<file path="src/rtl/si_pkg.sv">
// Shared definitions for the serial-interface PISO shifter: word ordering
// and the elaboration-time geometry helpers.
package si_pkg;

  typedef enum logic {
    ORDER_LSB = 1'b0,
    ORDER_MSB = 1'b1
  } order_e;

  function automatic int calc_beats(input int ssize, input int lanes);
    return ssize / lanes;
  endfunction

  // A one-beat word still needs a 1-bit counter.
  function automatic int calc_cnt_w(input int beats);
    return (beats > 1) ? $clog2(beats) : 1;
  endfunction

  function automatic bit lanes_legal(input int ssize, input int lanes);
    return (lanes == 1 || lanes == 2 || lanes == 4 || lanes == 8) &&
           (ssize > 0) && (ssize % lanes == 0);
  endfunction

endpackage

</file>
<file path="src/rtl/si_hold_buf.sv">
// One-entry valid/ready holding register for a parallel word and its
// ordering flag; ready depends only on the registered full flag.
module si_hold_buf
  import si_pkg::*;
#(
  parameter int SSIZE = 16
) (
  input  logic             rclk,
  input  logic             rrst_n,
  input  logic             push_valid,
  input  logic [SSIZE-1:0] push_data,
  input  order_e           push_order,
  input  logic             pop,
  output logic             ready,
  output logic             full,
  output logic [SSIZE-1:0] hold_data,
  output order_e           hold_order
);

  logic             full_q, full_d;
  logic [SSIZE-1:0] data_q, data_d;
  order_e           order_q, order_d;

  always_comb begin
    full_d  = full_q;
    data_d  = data_q;
    order_d = order_q;
    // pop only happens while full and push only while empty, so they never collide
    if (pop) begin
      full_d = 1'b0;
    end
    if (push_valid && !full_q) begin
      full_d  = 1'b1;
      data_d  = push_data;
      order_d = push_order;
    end
  end

  always_ff @(posedge rclk or negedge rrst_n) begin
    if (!rrst_n) begin
      full_q  <= 1'b0;
      data_q  <= '0;
      order_q <= ORDER_LSB;
    end else begin
      full_q  <= full_d;
      data_q  <= data_d;
      order_q <= order_d;
    end
  end

  assign ready      = !full_q;
  assign full       = full_q;
  assign hold_data  = data_q;
  assign hold_order = order_q;

endmodule

</file>
<file path="src/rtl/piso_serializer.sv">
// Parallel-in/serial-out shifter: holding buffer feeds a LANES-wide shift
// register with per-word bit ordering, beat counter and end-of-word pulse.
module piso_serializer
  import si_pkg::*;
#(
  parameter int SSIZE = 16,
  parameter int LANES = 1
) (
  input  logic             rclk,
  input  logic             rrst_n,
  input  logic [SSIZE-1:0] in_data,
  input  logic             in_msb_first,
  input  logic             in_valid,
  output logic             in_ready,
  input  logic             sh_en,
  output logic [LANES-1:0] sr_out,
  output logic             sr_valid,
  output logic             word_done,
  output logic             busy
);

  localparam int BEATS = calc_beats(SSIZE, LANES);
  localparam int CNT_W = calc_cnt_w(BEATS);
  localparam logic [CNT_W-1:0] LAST_BEAT = CNT_W'(BEATS - 1);

  if (!lanes_legal(SSIZE, LANES)) begin : g_bad_lanes
    $error("piso_serializer: SSIZE must be a positive multiple of LANES (1, 2, 4 or 8)");
  end

  logic             hold_full;
  logic [SSIZE-1:0] hold_data;
  order_e           hold_order;
  logic             pop;
  logic             last_beat;

  logic [SSIZE-1:0] sr_q, sr_d;
  logic [CNT_W-1:0] beat_cnt_q, beat_cnt_d;
  logic             active_q, active_d;
  order_e           order_q, order_d;
  logic             word_done_q, word_done_d;

  si_hold_buf #(.SSIZE(SSIZE)) u_hold (
    .rclk       (rclk),
    .rrst_n     (rrst_n),
    .push_valid (in_valid),
    .push_data  (in_data),
    .push_order (order_e'(in_msb_first)),
    .pop        (pop),
    .ready      (in_ready),
    .full       (hold_full),
    .hold_data  (hold_data),
    .hold_order (hold_order)
  );

  assign last_beat = active_q && sh_en && (beat_cnt_q == LAST_BEAT);
  // Reload on the final beat keeps back-to-back words gapless.
  assign pop = hold_full && (!active_q || last_beat);

  always_comb begin
    sr_d        = sr_q;
    beat_cnt_d  = beat_cnt_q;
    active_d    = active_q;
    order_d     = order_q;
    word_done_d = last_beat;
    if (pop) begin
      sr_d       = hold_data;
      order_d    = hold_order;
      beat_cnt_d = '0;
      active_d   = 1'b1;
    end else if (last_beat) begin
      sr_d       = '0;
      beat_cnt_d = '0;
      active_d   = 1'b0;
    end else if (active_q && sh_en) begin
      sr_d       = (order_q == ORDER_MSB) ? (sr_q << LANES) : (sr_q >> LANES);
      beat_cnt_d = beat_cnt_q + CNT_W'(1);
    end
  end

  always_ff @(posedge rclk or negedge rrst_n) begin
    if (!rrst_n) begin
      sr_q        <= '0;
      beat_cnt_q  <= '0;
      active_q    <= 1'b0;
      order_q     <= ORDER_LSB;
      word_done_q <= 1'b0;
    end else begin
      sr_q        <= sr_d;
      beat_cnt_q  <= beat_cnt_d;
      active_q    <= active_d;
      order_q     <= order_d;
      word_done_q <= word_done_d;
    end
  end

  always_comb begin
    sr_out = '0;
    if (active_q) begin
      sr_out = (order_q == ORDER_MSB) ? sr_q[SSIZE-1 -: LANES] : sr_q[LANES-1:0];
    end
  end

  assign sr_valid  = active_q;
  assign word_done = word_done_q;
  assign busy      = active_q || hold_full;

endmodule

</file>
<file path="config.mk">
export PLATFORM = sky130hd
export DESIGN_NAME = piso_serializer
export DESIGN_NICKNAME = d
export VERILOG_FILES = /design/src/rtl/si_pkg.sv /design/src/rtl/si_hold_buf.sv /design/src/rtl/piso_serializer.sv
export SDC_FILE = /design/constraint.sdc
export NUM_CORES = 1
export LEC_CHECK = 0
export ABC_AREA = 0
export CELL_PAD_IN_SITES_DETAIL_PLACEMENT = 0
export CELL_PAD_IN_SITES_GLOBAL_PLACEMENT = 2
export CORE_UTILIZATION = 33
export CTS_CLUSTER_DIAMETER = 40
export DETAILED_ROUTE_END_ITERATION = 10
export PLACE_DENSITY_LB_ADDON = 0.1
export SYNTH_ARGS = -nofsm -noshare
export SYNTH_HDL_FRONTEND = slang
export SYNTH_HIERARCHICAL = 1
export SYNTH_SLANG_ARGS = --single-unit
</file>
<file path="constraint.sdc">
create_clock -name rclk -period 1.61 [get_ports rclk]
set_clock_uncertainty 0.1 [all_clocks]
set_input_delay 0.4025 -clock rclk [delete_from_list [all_inputs] [get_ports rclk]]
set_output_delay 0.4025 -clock rclk [all_outputs]
set_load 0.02 [all_outputs]
</file>
### Word-level counts from Yosys, hierarchy flattened

Cells that the tools add are included.

* bits in registers: 41
* input port bits: 21
* output and inout bits: 5
* word-level logic and storage cells: 34

* $add $sub $neg: 1
* equal/unequal tests: 1
* muxes and demuxes: 13
* reduce and logical (&&, ||, !) cells: 11

Operators with widths (number)
* $mux W16: 4
* $mux W4: 3
* $mux W1: 6
* $add A4 B1 Y4 const B: 1
* $eq A4 B4 Y1 const B: 1
* $logic_and A1 B1 Y1: 4
* $reduce_bool A2 Y1: 2
* $reduce_bool A3 Y1: 1
* $logic_not A1 Y1: 2
* $logic_or A1 B1 Y1: 2

### Depth between registers and ports, before layout

* depth in word-level cells: 6
* depth in mapped cells: 5
* depth with buffers taken out: 5

### Hierarchy

The synthesis kept the hierarchy.

Modules (own cells, without submodules)
* piso_serializer: instances 1, cells each 129, area an instance 1267.5 µm², seq. area each 575.6 µm²
* si_hold_buf: instances 1, cells each 40, area an instance 715.7 µm², seq. area each 450.4 µm²

### Least setup slack after synthesis

Ideal clock, no wire load.

* kind: register to output
* start: register order_q
* end: output port sr_out
* arrival: 1166 ps
* setup slack: -59 ps
* cell stages (with the launch flop): 5
* buffers on the path: 2
* path through: dfrtp_1 -> buf_2 -> buf_2 -> mux2i_1 -> nor2_1

* word-level cells in the longest chain between the ends: 2

Ends and longest elaborated chain
* start, declared: RTL line piso_serializer.sv:39 `order_e order_q, order_d;`
* start signal, assigned: RTL line piso_serializer.sv:91 `order_q <= order_d;`
* $mux W1: RTL line piso_serializer.sv:99 `sr_out = (order_q == ORDER_MSB) ? sr_q[SSIZE-1 -: LANES] : sr_q[LANES-1:0];`
* $mux W1: RTL line piso_serializer.sv:98 `if (active_q) begin`
* end, declared: RTL line piso_serializer.sv:16 `output logic [LANES-1:0] sr_out,`

Every way passes these cells.

### Worst setup path after layout

* start: input port in_valid
* end: register u_hold.data_q[6] (netlist: u_hold/hold_data[6])

* word-level cells in the longest chain between the ends: 1

Ends and longest elaborated chain
* start, declared: RTL line piso_serializer.sv:13 `input logic in_valid,`
* $logic_and A1 B1 Y1: RTL line si_hold_buf.sv:32 `if (push_valid && !full_q) begin`
* end signal, assigned: RTL line si_hold_buf.sv:46 `data_q <= data_d;`
* end, declared: RTL line si_hold_buf.sv:21 `logic [SSIZE-1:0] data_q, data_d;`

Every way passes these cells.
A chain may end at the register's enable or synchronous reset.

==> run_results.csv <==
group,metric,value,unit
die,core-area,0.00564,mm^2
yosys,yosys.area.top_type_share,51.7,%
worst_hold_path,hold_class,"reg -> reg",
critical_path,timing.critical_path.fanout_max,9,
cells_and_area,ant_cells,0,
timing,setup_violations,0,
drt,drt_pre_antenna_iters,4,
cells_and_area,post-route-util,46.3,%
pwr,power.share.combinational,37.4,%
yosys,synth.area.top_cells,"sky130_fd_sc_hd__dfrtp_1 (52%), sky130_fd_sc_hd__mux2i_1 (8.1%), sky130_fd_sc_hd__mux2_4 (7.6%), sky130_fd_sc_hd__o221ai_1 (7.1%), sky130_fd_sc_hd__mux2_2 (4.5%)",
timing,final_critical_delay_including_setup_and_external_delays,1.60,ns
timing,achievable-frequency,0.626,GHz
yosys,ys_top_cells_by_count,"sky130_fd_sc_hd__dfrtp_1 (41), sky130_fd_sc_hd__nand2_1 (22), sky130_fd_sc_hd__inv_1 (20), sky130_fd_sc_hd__mux2i_1 (16), sky130_fd_sc_hd__o221ai_1 (16)",
critical_path,cp-end-kind,"flip-flop",
global_routing,grt_pass1_wl,6690,um
drt,detail_route.wirelength,4050,um
drt,avgViaCountPerCell,4.76,
yosys,synth-async-reset-ratio,100,%
global_routing,global_route.overflow_total,0,
cells_and_area,filler_cell_count,509,
place,detailedPlacementHpwl,2630,um
critical_path,timing.critical_path.slowest_stage_cell,"sky130_fd_sc_hd__clkdlybuf4s50_1",
timing,timing_worst_slew_pin_value,0.266,ns
cells_and_area,area_of_combinational_cells_with_multiple_inputs,821,um^2
global_routing,track_usage,13.8,%
place,gp_congestion,0.793,
cells_and_area,seq_area,0.00103,mm^2
drt,via_count,1370,
pwr,internal_power,0.00263,W
critical_path,worstSetupPathType,"in -> reg",
pwr,power.share.clock,17.4,%
cells_and_area,design.final.nets,238,
critical_path,crit_required,1.68,ns
cells_and_area,fraction_of_layout_instances_using_a_drive_strength_above_1,28.7,%
yosys,synth.yosys.warnings,6,
timing,rsz0062_at_grt,"true",
drt,wl_per_cell,14.1,um
die,floorplan.io_pins,26,
die,initial_core_util,35.2,%
global_routing,pin_count_of_the_biggest_net_entering_global_routing,42,
timing,report.final.slew_viol_count,0,
cells_and_area,layout-area-overhead-vs-synth,31.6,%
place,portBuffers,25,
yosys,postSynthRegisterBits,41,
clock_network,h-tree-depth,2,
pwr,power_switching_share,31.9,%
yosys,netlist_instances,169,
global_routing,antenna_found_initial,0,
pwr,ir_drop,0.000659,V
clock_network,ctsLongestPathBuffers,2,
critical_path,setup.worst_path.start_class,"input pin",
pwr,p_leak,1.19,nW
die,die_height,79.5,um
timing,relSlewSlack,82.3,%
critical_path,critical_path_arrival,1.67,ns
clock_network,cts_buffers,5,
critical_path,number_of_buffers_and_inverters_on_the_critical_path,2,
clock_network,cts_root_buf,"sky130_fd_sc_hd__clkbuf_8",
status,run_status,"finished, final reports clean",
yosys,yosys.cell_types.count,27,
yosys,synth_enable_flop_cells,0,
yosys,synthesized_area,0.00198,mm^2
yosys,dominantRegCellSynth,"sky130_fd_sc_hd__dfrtp_1",
pwr,pwr_density_cell,1480,mW/mm^2
yosys,syn_nets,191,
yosys,area_leader_netlist,"sky130_fd_sc_hd__dfrtp_1",
pwr,sequentialPowerShare,45.2,%
timing,hold_violations,0,
drt,drtAntennaViolNets,0,
drt,drt_iter0_markers,81,
critical_path,critical_path.top_delay_family,"buffers and inverters",
timing,holdWs,0.414,ns
critical_path,critical_path.cell_chain,"clkdlybuf4s50_1 -> nor2b_4 -> clkbuf_16 -> mux2_4",
yosys,synthesis.area_per_instance,11.7,um^2
die,die_x,79.5,um
clock_network,clock-sinks,41,
die,floorplan.die_area,0.00632,mm^2
critical_path,critical-path-max-stage-delay,0.46,ns
die,number_of_rows_created_at_floorplan,27,
clock_network,clkSlewWorstSetupHoldPaths,0.08,ns
pwr,p_switching,0.00123,W
clock_network,clock_latency,0.28,ns
drt,drcViolationCount,0,
yosys,synth_seq_area_share,51.7,%
yosys,post-synth-top-count-cell,"sky130_fd_sc_hd__dfrtp_1",
global_routing,first_global_vias,1414,
job,maximum_capacitance_violations,0,
timing,period_share,99.3,%
clock_network,cts_tree,"done",
## cell families (layout without fill, tap and decap cells)
| family | after synthesis | count (layout) | share of synthesized area (%) |
|---|---|---|---|
| mux | 35 | 35 | 21.3 |
| simple gates | 34 | 34 | 7.57 |
| flops | 41 | 41 | 51.7 |
| compound gates | 26 | 26 | 10.5 |
| buf+inv | 31 | 78 | 7.82 |
| fa+ha+maj | 1 | 1 | 0.631 |
| xor+xnor | 1 | 1 | 0.442 |
## layout make-up
| cell class | count | area share [%] |
|---|---|---|
| clock inverters | 1 | 0.288 |
| repair buffers | 50 | 19.3 |
| flip-flops and latches | 41 | 39.3 |
| inverters | 21 | 3.02 |
| clock buffers | 6 | 3.16 |
| multi-input cells | 97 | 31.4 |
| well taps | 72 | 3.45 |
## worst paths after layout
kind / endpoint / depth (start not counted) / slack, ns / from
setup reg to reg: u_hold/hold_data[6] / 4 / 0.05 / u_hold/full
setup / recovery: u_hold/hold_data[6] / 4 / 0.01 / in_valid
hold / removal: u_hold/hold_data[15] / 1 / 0.41 / u_hold/hold_data[15]
min in group asynchronous: beat_cnt_q[2] / 3 / 0.52 / rrst_n
max in group asynchronous: u_hold/hold_data[14] / 3 / 0.69 / rrst_n
hold reg to reg: u_hold/hold_data[15] / 1 / 0.41 / u_hold/hold_data[15]
## through the flow
stage               instances  setup TNS, ns  total power [W]  area [um^2]  setup slack (ns)
CTS                       287              0          0.00386         2550           0.00365
global route              288        -0.0371          0.00417         2610           -0.0194
floorplan                 169              0          0.00270         1990           0.00908
detailed placement        276          -5.99          0.00314         2440            -0.207
global placement          276          -5.39          0.00309         2440            -0.169
finish                    288              0          0.00387         2610            0.0114
## power by group through the flow
stage	combinational [W]	clock, W	sequential [W]
after global routing	0.00159	0.000770	0.00181
after floorplan	0.00101	0	0.00169
after CTS	0.00140	0.000718	0.00174
final	0.00144	0.000673	0.00175
after global placement	0.00135	0	0.00174
after detailed placement	0.00138	0	0.00176
## flip-flops by register name, indices dropped and copies added, names as in the netlist
signal and count:
u_hold/hold_data 16, beat_cnt_q 4, sr_valid 1, u_hold/full 1
sr_q 16, word_done 1, u_hold/hold_order 1, order_q 1
## what timing repair did
action	CTS	global route
endpoints found under the hold margin	41	0
setup endpoints to repair	5	28
hold buffers	1	0
resized for setup	14	10
setup buffers	3	0
pin swaps	1	0
gates cloned	0	2
## routing by layer
metal  vias up  share of wire (%)  GRT usage (%)  wire [um]
li1        681                  -              -          -
met1       653                 50           19.3       2020
met2        30                 45           20.3       1810
met3         6                4.4           3.89        180
met4         0                1.3           4.91         53
met5         -                  0              0          0
## cells in the final DEF (no fill, tap or decap), types with 6 or more instances in the layout
cell type / synthesis / final
sky130_fd_sc_hd__dfrtp_1: 41 / 41
sky130_fd_sc_hd__mux2_2: 8 / 7
sky130_fd_sc_hd__inv_1: 20 / 20
sky130_fd_sc_hd__clkbuf_8: 0 / 6
sky130_fd_sc_hd__o221ai_1: 16 / 16
sky130_fd_sc_hd__clkdlybuf4s50_1: 0 / 19
sky130_fd_sc_hd__mux2i_1: 16 / 16
sky130_fd_sc_hd__buf_4: 3 / 16
sky130_fd_sc_hd__nand2_1: 22 / 22
sky130_fd_sc_hd__mux2_4: 10 / 11
No activity file was read; power rests on OpenSTA's default activity.
